### config.mk
export PLATFORM = sky130hd
export DESIGN_NAME = trap_sequencer
export DESIGN_NICKNAME = d
export VERILOG_FILES = /design/src/rtl/trap_sequencer_pkg.sv /design/src/rtl/trap_target_calc.sv /design/src/rtl/trap_sequencer.sv
export SDC_FILE = /design/constraint.sdc
export NUM_CORES = 1
export LEC_CHECK = 0
export ABC_AREA = 0
export ABC_CLOCK_PERIOD_IN_PS = 2400
export CORE_MARGIN = 2
export CORE_UTILIZATION = 42
export DETAILED_ROUTE_END_ITERATION = 8
export GPL_ROUTABILITY_DRIVEN = 0
export HOLD_SLACK_MARGIN = 0.12
export PLACE_DENSITY = 0.8
export SYNTH_ARGS = -nofsm -noshare
export SYNTH_HDL_FRONTEND = slang
export SYNTH_SLANG_ARGS = --single-unit
### constraint.sdc
create_clock -name clk -period 2.4 [get_ports clk]
set_clock_uncertainty 0.1 [all_clocks]
set_input_delay 0.6 -clock clk [delete_from_list [all_inputs] [get_ports clk]]
set_output_delay 0.6 -clock clk [all_outputs]
set_load 0.02 [all_outputs]
### src/rtl/trap_sequencer_pkg.sv
// Shared types, CSR addresses and mstatus field positions for trap_sequencer.
// XLEN/ALEN default to 32 unless the build defines them.
`ifndef XLEN
`define XLEN 32
`endif
`ifndef ALEN
`define ALEN 32
`endif

package trap_sequencer_pkg;

   localparam int unsigned XLEN    = `XLEN;
   localparam int unsigned ALEN    = `ALEN;
   localparam int unsigned CAUSE_W = 4;

   localparam logic [11:0] CSR_MSTATUS = 12'h300;
   localparam logic [11:0] CSR_MEPC    = 12'h341;
   localparam logic [11:0] CSR_MCAUSE  = 12'h342;

   localparam int unsigned MSTATUS_MIE    = 3;
   localparam int unsigned MSTATUS_MPIE   = 7;
   localparam int unsigned MSTATUS_MPP_LO = 11;
   localparam int unsigned MSTATUS_MPP_HI = 12;

   // Saved PCs are word aligned.
   localparam logic [ALEN-1:0] PC_ALIGN_MASK = ~ALEN'(3);

   typedef enum logic [1:0] {
      PRIV_U = 2'b00,
      PRIV_S = 2'b01,
      PRIV_M = 2'b11
   } priv_level_e;

   typedef enum logic [3:0] {
      CAUSE_INSTR_MISALIGN = 4'd0,
      CAUSE_INSTR_FAULT    = 4'd1,
      CAUSE_ILLEGAL_INSTR  = 4'd2,
      CAUSE_BREAKPOINT     = 4'd3,
      CAUSE_LOAD_MISALIGN  = 4'd4,
      CAUSE_LOAD_FAULT     = 4'd5,
      CAUSE_STORE_MISALIGN = 4'd6,
      CAUSE_STORE_FAULT    = 4'd7,
      CAUSE_ECALL_U        = 4'd8,
      CAUSE_ECALL_M        = 4'd11
   } trap_cause_e;

   localparam logic [3:0] IRQ_M_SOFT  = 4'd3;
   localparam logic [3:0] IRQ_M_TIMER = 4'd7;
   localparam logic [3:0] IRQ_M_EXT   = 4'd11;

   typedef enum logic [2:0] {
      IDLE       = 3'd0,
      WR_MEPC    = 3'd1,
      WR_MCAUSE  = 3'd2,
      WR_MSTATUS = 3'd3,
      REDIRECT   = 3'd4
   } trap_state_e;

endpackage

### src/rtl/trap_target_calc.sv
// Redirect target for traps and xRET. TRAP_SEQUENCER_VECTORED_EN enables
// vectored interrupt targets when mtvec mode is 1.
module trap_target_calc
   import trap_sequencer_pkg::*;
#(
   parameter logic [ALEN-1:0] MTVEC_RESET = '0
) (
   input  logic [ALEN-1:0]    mtvec,
   input  logic [ALEN-1:0]    mepc,
   input  logic               is_xret,
   input  logic               is_irq,
   input  logic [CAUSE_W-1:0] cause,
   output logic [ALEN-1:0]    target_c
);

   logic [ALEN-1:0] base_c;
   assign base_c = {mtvec[ALEN-1:2], 2'b00};

`ifdef TRAP_SEQUENCER_VECTORED_EN
   logic vectored_c;
   logic unused_c;
   assign vectored_c = (mtvec[1:0] == 2'b01) && is_irq;
   assign unused_c   = ^MTVEC_RESET;

   always_comb begin
      if (is_xret) begin
         target_c = mepc;
      end else if (vectored_c) begin
         target_c = base_c + (ALEN'(cause) << 2);
      end else begin
         target_c = base_c;
      end
   end
`else
   logic unused_c;
   assign unused_c = ^{is_irq, cause};

   // An unprogrammed mtvec falls back to the build-time trap vector.
   always_comb begin
      if (is_xret) begin
         target_c = mepc;
      end else if (mtvec == '0) begin
         target_c = MTVEC_RESET;
      end else begin
         target_c = base_c;
      end
   end
`endif

endmodule

### src/rtl/trap_sequencer.sv
// Machine-mode trap/xRET sequencer: writes mepc/mcause/mstatus over a CSR
// handshake, then redirects fetch. TRAP_SEQUENCER_VECTORED_EN selects vectored irqs.
module trap_sequencer
   import trap_sequencer_pkg::*;
#(
   parameter logic [ALEN-1:0] MTVEC_RESET = '0
) (
   input  logic              clk,
   input  logic              rst,
   input  logic              exc_valid,
   input  logic [3:0]        exc_cause,
   input  logic [`ALEN-1:0]  exc_pc,
   input  logic              xret_valid,
   input  logic              irq_pending,
   input  logic [3:0]        irq_cause,
   input  logic [`ALEN-1:0]  irq_pc,
   input  logic              wfi_blocked,
   input  logic [`XLEN-1:0]  mstatus,
   input  logic [`ALEN-1:0]  mepc,
   input  logic [`ALEN-1:0]  mtvec,
   output logic              csr_wr_valid,
   output logic [11:0]       csr_wr_addr,
   output logic [`XLEN-1:0]  csr_wr_data,
   input  logic              csr_wr_ready,
   output logic [1:0]        privilege_mode,
   output logic              redirect_valid,
   output logic [`ALEN-1:0]  redirect_target,
   output logic              flush,
   output logic              trap_busy
);

   trap_state_e         state_q, state_d;
   logic                xret_q, xret_d;
   logic                intr_q, intr_d;
   logic [CAUSE_W-1:0]  cause_q, cause_d;
   logic [ALEN-1:0]     pc_q, pc_d;
   logic [XLEN-1:0]     mstatus_q, mstatus_d;
   logic [1:0]          priv_q, priv_d;
   logic                wr_valid_q, wr_valid_d;
   logic [11:0]         wr_addr_q, wr_addr_d;
   logic [XLEN-1:0]     wr_data_q, wr_data_d;
   logic                redir_q, redir_d;
   logic [ALEN-1:0]     target_q, target_d;
   logic [ALEN-1:0]     target_c;
   logic [XLEN-1:0]     mstatus_new_c;
   logic                irq_take_c;
   logic                accept_c;
   logic                unused_c;

   // wfi_blocked only matters upstream (irq_pc already carries the resume PC).
   assign unused_c   = wfi_blocked;
   assign irq_take_c = irq_pending && (mstatus[MSTATUS_MIE] || (priv_q != PRIV_M));

   trap_target_calc #(
      .MTVEC_RESET (MTVEC_RESET)
   ) u_target (
      .mtvec    (mtvec),
      .mepc     (mepc),
      .is_xret  (xret_q),
      .is_irq   (intr_q),
      .cause    (cause_q),
      .target_c (target_c)
   );

   always_comb begin
      state_d    = state_q;
      xret_d     = xret_q;
      intr_d     = intr_q;
      cause_d    = cause_q;
      pc_d       = pc_q;
      mstatus_d  = mstatus_q;
      priv_d     = priv_q;
      accept_c   = 1'b0;
      wr_valid_d = 1'b0;
      wr_addr_d  = '0;
      wr_data_d  = '0;
      redir_d    = 1'b0;
      target_d   = target_q;

      unique case (state_q)
         IDLE: begin
            if (exc_valid) begin
               accept_c  = 1'b1;
               xret_d    = 1'b0;
               intr_d    = 1'b0;
               cause_d   = exc_cause;
               pc_d      = exc_pc & PC_ALIGN_MASK;
               mstatus_d = mstatus;
               state_d   = WR_MEPC;
            end else if (xret_valid) begin
               accept_c  = 1'b1;
               xret_d    = 1'b1;
               intr_d    = 1'b0;
               mstatus_d = mstatus;
               state_d   = WR_MSTATUS;
            end else if (irq_take_c) begin
               accept_c  = 1'b1;
               xret_d    = 1'b0;
               intr_d    = 1'b1;
               cause_d   = irq_cause;
               pc_d      = irq_pc & PC_ALIGN_MASK;
               mstatus_d = mstatus;
               state_d   = WR_MEPC;
            end
         end
         WR_MEPC:    if (csr_wr_ready) state_d = WR_MCAUSE;
         WR_MCAUSE:  if (csr_wr_ready) state_d = WR_MSTATUS;
         WR_MSTATUS: if (csr_wr_ready) state_d = REDIRECT;
         REDIRECT:   state_d = IDLE;
         default:    state_d = IDLE;
      endcase

      // mstatus image written on trap entry or xRET
      mstatus_new_c = mstatus_d;
      if (xret_d) begin
         mstatus_new_c[MSTATUS_MIE]                    = mstatus_d[MSTATUS_MPIE];
         mstatus_new_c[MSTATUS_MPIE]                   = 1'b1;
         mstatus_new_c[MSTATUS_MPP_HI:MSTATUS_MPP_LO]  = PRIV_U;
      end else begin
         mstatus_new_c[MSTATUS_MPIE]                   = mstatus_d[MSTATUS_MIE];
         mstatus_new_c[MSTATUS_MIE]                    = 1'b0;
         mstatus_new_c[MSTATUS_MPP_HI:MSTATUS_MPP_LO]  = priv_q;
      end

      // Outputs are registered from the state being entered.
      unique case (state_d)
         WR_MEPC: begin
            wr_valid_d = 1'b1;
            wr_addr_d  = CSR_MEPC;
            wr_data_d  = XLEN'(pc_d);
         end
         WR_MCAUSE: begin
            wr_valid_d = 1'b1;
            wr_addr_d  = CSR_MCAUSE;
            wr_data_d  = {intr_d, {(XLEN-1-CAUSE_W){1'b0}}, cause_d};
         end
         WR_MSTATUS: begin
            wr_valid_d = 1'b1;
            wr_addr_d  = CSR_MSTATUS;
            wr_data_d  = mstatus_new_c;
         end
         REDIRECT: begin
            redir_d  = 1'b1;
            target_d = target_c;
            priv_d   = xret_q ? mstatus_q[MSTATUS_MPP_HI:MSTATUS_MPP_LO] : PRIV_M;
         end
         default: ;
      endcase
   end

   always_ff @(posedge clk or negedge rst) begin
      if (!rst) begin
         state_q    <= IDLE;
         xret_q     <= 1'b0;
         intr_q     <= 1'b0;
         cause_q    <= '0;
         pc_q       <= '0;
         mstatus_q  <= '0;
         priv_q     <= PRIV_M;
         wr_valid_q <= 1'b0;
         wr_addr_q  <= '0;
         wr_data_q  <= '0;
         redir_q    <= 1'b0;
         target_q   <= '0;
      end else begin
         state_q    <= state_d;
         xret_q     <= xret_d;
         intr_q     <= intr_d;
         cause_q    <= cause_d;
         pc_q       <= pc_d;
         mstatus_q  <= mstatus_d;
         priv_q     <= priv_d;
         wr_valid_q <= wr_valid_d;
         wr_addr_q  <= wr_addr_d;
         wr_data_q  <= wr_data_d;
         redir_q    <= redir_d;
         target_q   <= target_d;
      end
   end

   assign csr_wr_valid    = wr_valid_q;
   assign csr_wr_addr     = wr_addr_q;
   assign csr_wr_data     = wr_data_q;
   assign privilege_mode  = priv_q;
   assign redirect_valid  = redir_q;
   assign flush           = redir_q;
   assign redirect_target = target_q;
   assign trap_busy       = (state_q != IDLE) || accept_c;

endmodule

==> impl_metrics.py <==
metrics = {
    "global_routing": {
        "track_usage_pct": 22.5,
        "grt_pass1_wl_um": 25700,
        "antenna_found_initial": 0,
        "grt_max_degree": 64,
        "gr-total-overflow": 0,
        "grt_pass1_vias": 5200,
    },
    "final_layout": {
        "area_growth_pct": 59.9,
        "multiInputGateArea_um2": 2120,
        "num_antenna_cells": 0,
        "final.fill_count": 970,
        "seqCellArea_um2": 3610,
        "drive_above_1_share_pct": 16.5,
        "instances_no_fill": 981,
        "fin_nets": 963,
    },
    "placed_design": {
        "io_buffers": 242,
        "dp_slack_ns": -0.491,
        "dp_cells": 948,
        "hpwl_um": 12400,
    },
    "timing": {
        "maxSlewViolCount": 0,
        "hold_viol": 0,
        "worst_slack_ns": 0.0268,
        "period_minus_slack_ns": 2.37,
        "relSlewSlack_pct": 64.8,
        "setup_viol": 0,
        "final.period_utilization_pct": 98.9,
        "grt_setup_unrepaired": "true",
        "worstMarginPinSlew_ns": 0.527,
        "max_freq_mhz": 421,
        "tns_ns": 0,
    },
    "worst_setup_path": {
        "crit_arrival_ns": 1.67,
        "setup.worst_path.start_class": "primary input",
        "crit_fanout": 3,
        "cp-end-kind": "output pin",
        "crit_path_start": "mstatus[3]",
        "r2r-start": "state_q[1]",
        "path_cells": "clkdlybuf4s50_1 -> nand3b_1 -> nand2_1 -> nand3_1 -> buf_6",
        "slowest_stage": "clkdlybuf4s50_1",
        "crit_path_max_incr_delay_ns": 0.45,
        "worstPathRequired_ns": 1.70,
        "path_class": "in -> out",
    },
    "logic_synthesis": {
        "synth-simple-area-share_pct": 9.78,
        "synthTopCellsByArea": "dfrtp_1, mux2_2, mux2i_1",
        "syn_inst": 508,
        "synthMuxAreaShare_pct": 11.1,
        "synth_area_um2": 5960,
        "yosysTopAreaCellShare_pct": 59.6,
        "yosys_warnings": 0,
        "ys_seq_area_share_pct": 60.5,
        "synth_compound_area_share_pct": 14.0,
        "ys.flop_type": "dfrtp_1",
        "syn_avg_cell_area_um2": 11.7,
        "synth.largest_area_cell": "dfrtp_1",
        "ys_ff_latch": 144,
        "ys_async_sr_fraction_pct": 100,
        "synthAdderAreaFrac_pct": 0,
        "synth-xor-area-share_pct": 0,
        "synth_top_family_by_area": "compound AO/OA/AOI/OAI gates",
        "synth_edf_count": 0,
        "synth.distinct_cells": 53,
    },
    "die": {
        "ios": 257,
        "dieArea_um2": 15200,
        "die_y_um": 123,
        "start_util_pct": 42.9,
        "core_region_area_um2": 13900,
        "die_w_um": 123,
        "row_count": 43,
    },
    "route": {
        "first_pass_iters": 4,
        "via_count": 4965,
        "drt_iter0_drc": 359,
        "drt-total-wl_um": 16700,
        "ant_nets": 0,
        "avgViaCountPerCell": 5.06,
        "routedWlPerCell_um": 17.0,
        "drc": 0,
    },
    "clock_network": {
        "clk_latency_ns": 0.42,
        "cts.clk_slew.worst_paths_ns": 0.06,
        "cts_buffers": 17,
        "cts_tree": "done",
        "cts_buffer_depth": 2,
        "cts-htree-levels": 4,
        "cts.sinks": 144,
        "root_buffer": "clkbuf_16",
    },
    "job": {
        "maxCapViolations": 0,
    },
    "power": {
        "p_sw_w": 0.00439,
        "p_clk_share_pct": 21.4,
        "swShare_pct": 34.9,
        "leakagePower_nw": 4.19,
        "p_comb_share_pct": 46.8,
        "power_density_nw_per_um2": 1320,
        "cellInternalPower_w": 0.00821,
        "max-vdd-ir-drop_uv": 577,
        "sequentialPowerShare_pct": 31.9,
    },
    "min_path": {
        "hold_path_class": "reg -> reg",
        "worstHoldStart": "redirect_target[7]",
    },
    "run_status": {
        "status": "completed",
    },
}
-- power groups by stage --
| stage | sequential [W] | clock [W] | combinational (W) |
|---|---|---|---|
| finish | 0.00401 | 0.00269 | 0.00589 |
| global route | 0.00413 | 0.00286 | 0.00638 |
| CTS | 0.00402 | 0.00273 | 0.00592 |
| detailed placement | 0.00404 | 0 | 0.00585 |
| global placement | 0.00399 | 0 | 0.00567 |
| floorplan | 0.00457 | 0 | 0.00275 |
-- worst paths after layout --
check | end | slack, ns | cells after the start
max | trap_busy | 0.03 | 5
min | redirect_target[7] | 0.38 | 2
max reg2reg | csr_wr_data[24] | 0.08 | 5
min reg2reg | redirect_target[7] | 0.38 | 2
max in group asynchronous | pc_q[1] | 1.00 | 3
min in group asynchronous | pc_q[18] | 0.57 | 2
-- cell usage after synthesis (3+ instances only) --
| master | number |
|---|---|
| o22ai_1 | 28 |
| inv_1 | 9 |
| buf_6 | 3 |
| or2_0 | 3 |
| a31oi_1 | 3 |
| and3_1 | 3 |
| nand2_1 | 40 |
| o221ai_1 | 3 |
| nor2_1 | 65 |
| clkbuf_1 | 15 |
| buf_2 | 10 |
| or3_1 | 4 |
| buf_1 | 3 |
| o21ai_0 | 33 |
| nand3_1 | 6 |
| a22o_1 | 26 |
| buf_4 | 10 |
| dfrtp_1 | 142 |
| mux2i_1 | 31 |
| mux2_2 | 30 |
-- layer usage --
layer	GRT usage (%)	part of all wire [%]	wire, µm	vias to the layer above
li1	-	-	-	2341
met5	0	0	0	-
met3	7.43	9.9	1650	26
met2	40.3	51	8480	236
met1	24.9	37	6230	2362
met4	7.88	2.0	339	0
-- through the flow --
stage	power (W)	utilization (%)	hold slack (ns)	area, µm²
global route	0.0134	68.7	0.403	9530
CTS	0.0127	68.6	0.385	9520
detailed placement	0.00990	64.1	0.372	8890
global placement	0.00967	64.1	0.357	8890
floorplan	0.00733	-	0.204	5980
finish	0.0126	68.7	0.379	9530
-- layout by cell type, fill, tap and decap left out, types with 3 or more instances in the layout --
master / n
a22o_1: 26
a31oi_1: 3
and3_1: 3
buf_12: 7
buf_4: 46
bufinv_16: 3
clkbuf_16: 17
clkdlybuf4s50_1: 238
clkinv_2: 3
clkinvlp_4: 4
conb_1: 7
dfrtp_1: 141
inv_1: 9
mux2_2: 30
mux2i_1: 31
nand2_1: 40
nand3_1: 6
nor2_1: 65
o21ai_0: 33
o221ai_1: 3
o22ai_1: 28
or2_0: 3
or3_1: 4
-- cell families after synthesis --
kind of cell	after synthesis
AOI/OAI and AO/OA	116
buffers and inverters	52
DFF	144
muxes	62
other	1
and+or+nand+nor	133
-- what timing repair did --
item / in CTS / in global routing
gates resized for setup: 7 / 3
gates cloned: 0 / 0
pin swaps: 0 / 0
buffers inserted: 0 / 0
setup endpoints to repair: 20 / 19
hold buffers: 1 / 0
endpoints found under the hold margin: 41 / 0
-- worst max-delay path: cells and delay by family --
kind                   cells  cell delay, ns
buffers and inverters      2            0.63
and+or+nand+nor            3            0.45
-- layout make-up --
class	instances	area share, %
flip-flops and latches	144	37.8
multi-input cells	318	22.2
inverters	11	0.486
clock buffers	19	4.75
repair buffers	296	30.7
well taps	180	2.36
clock inverters	13	1.69
-- flip-flops by register name, summed over array words and instances (netlist names) --
name / cells
state_q: 3
cause_q: 4
csr_wr_addr: 4
mstatus_q: 32
privilege_mode: 2
redirect_target: 32
intr_q: 1
csr_wr_data: 32
flush: 1
pc_q: 32
xret_q: 1
Power figures use the tool's default switching activity.
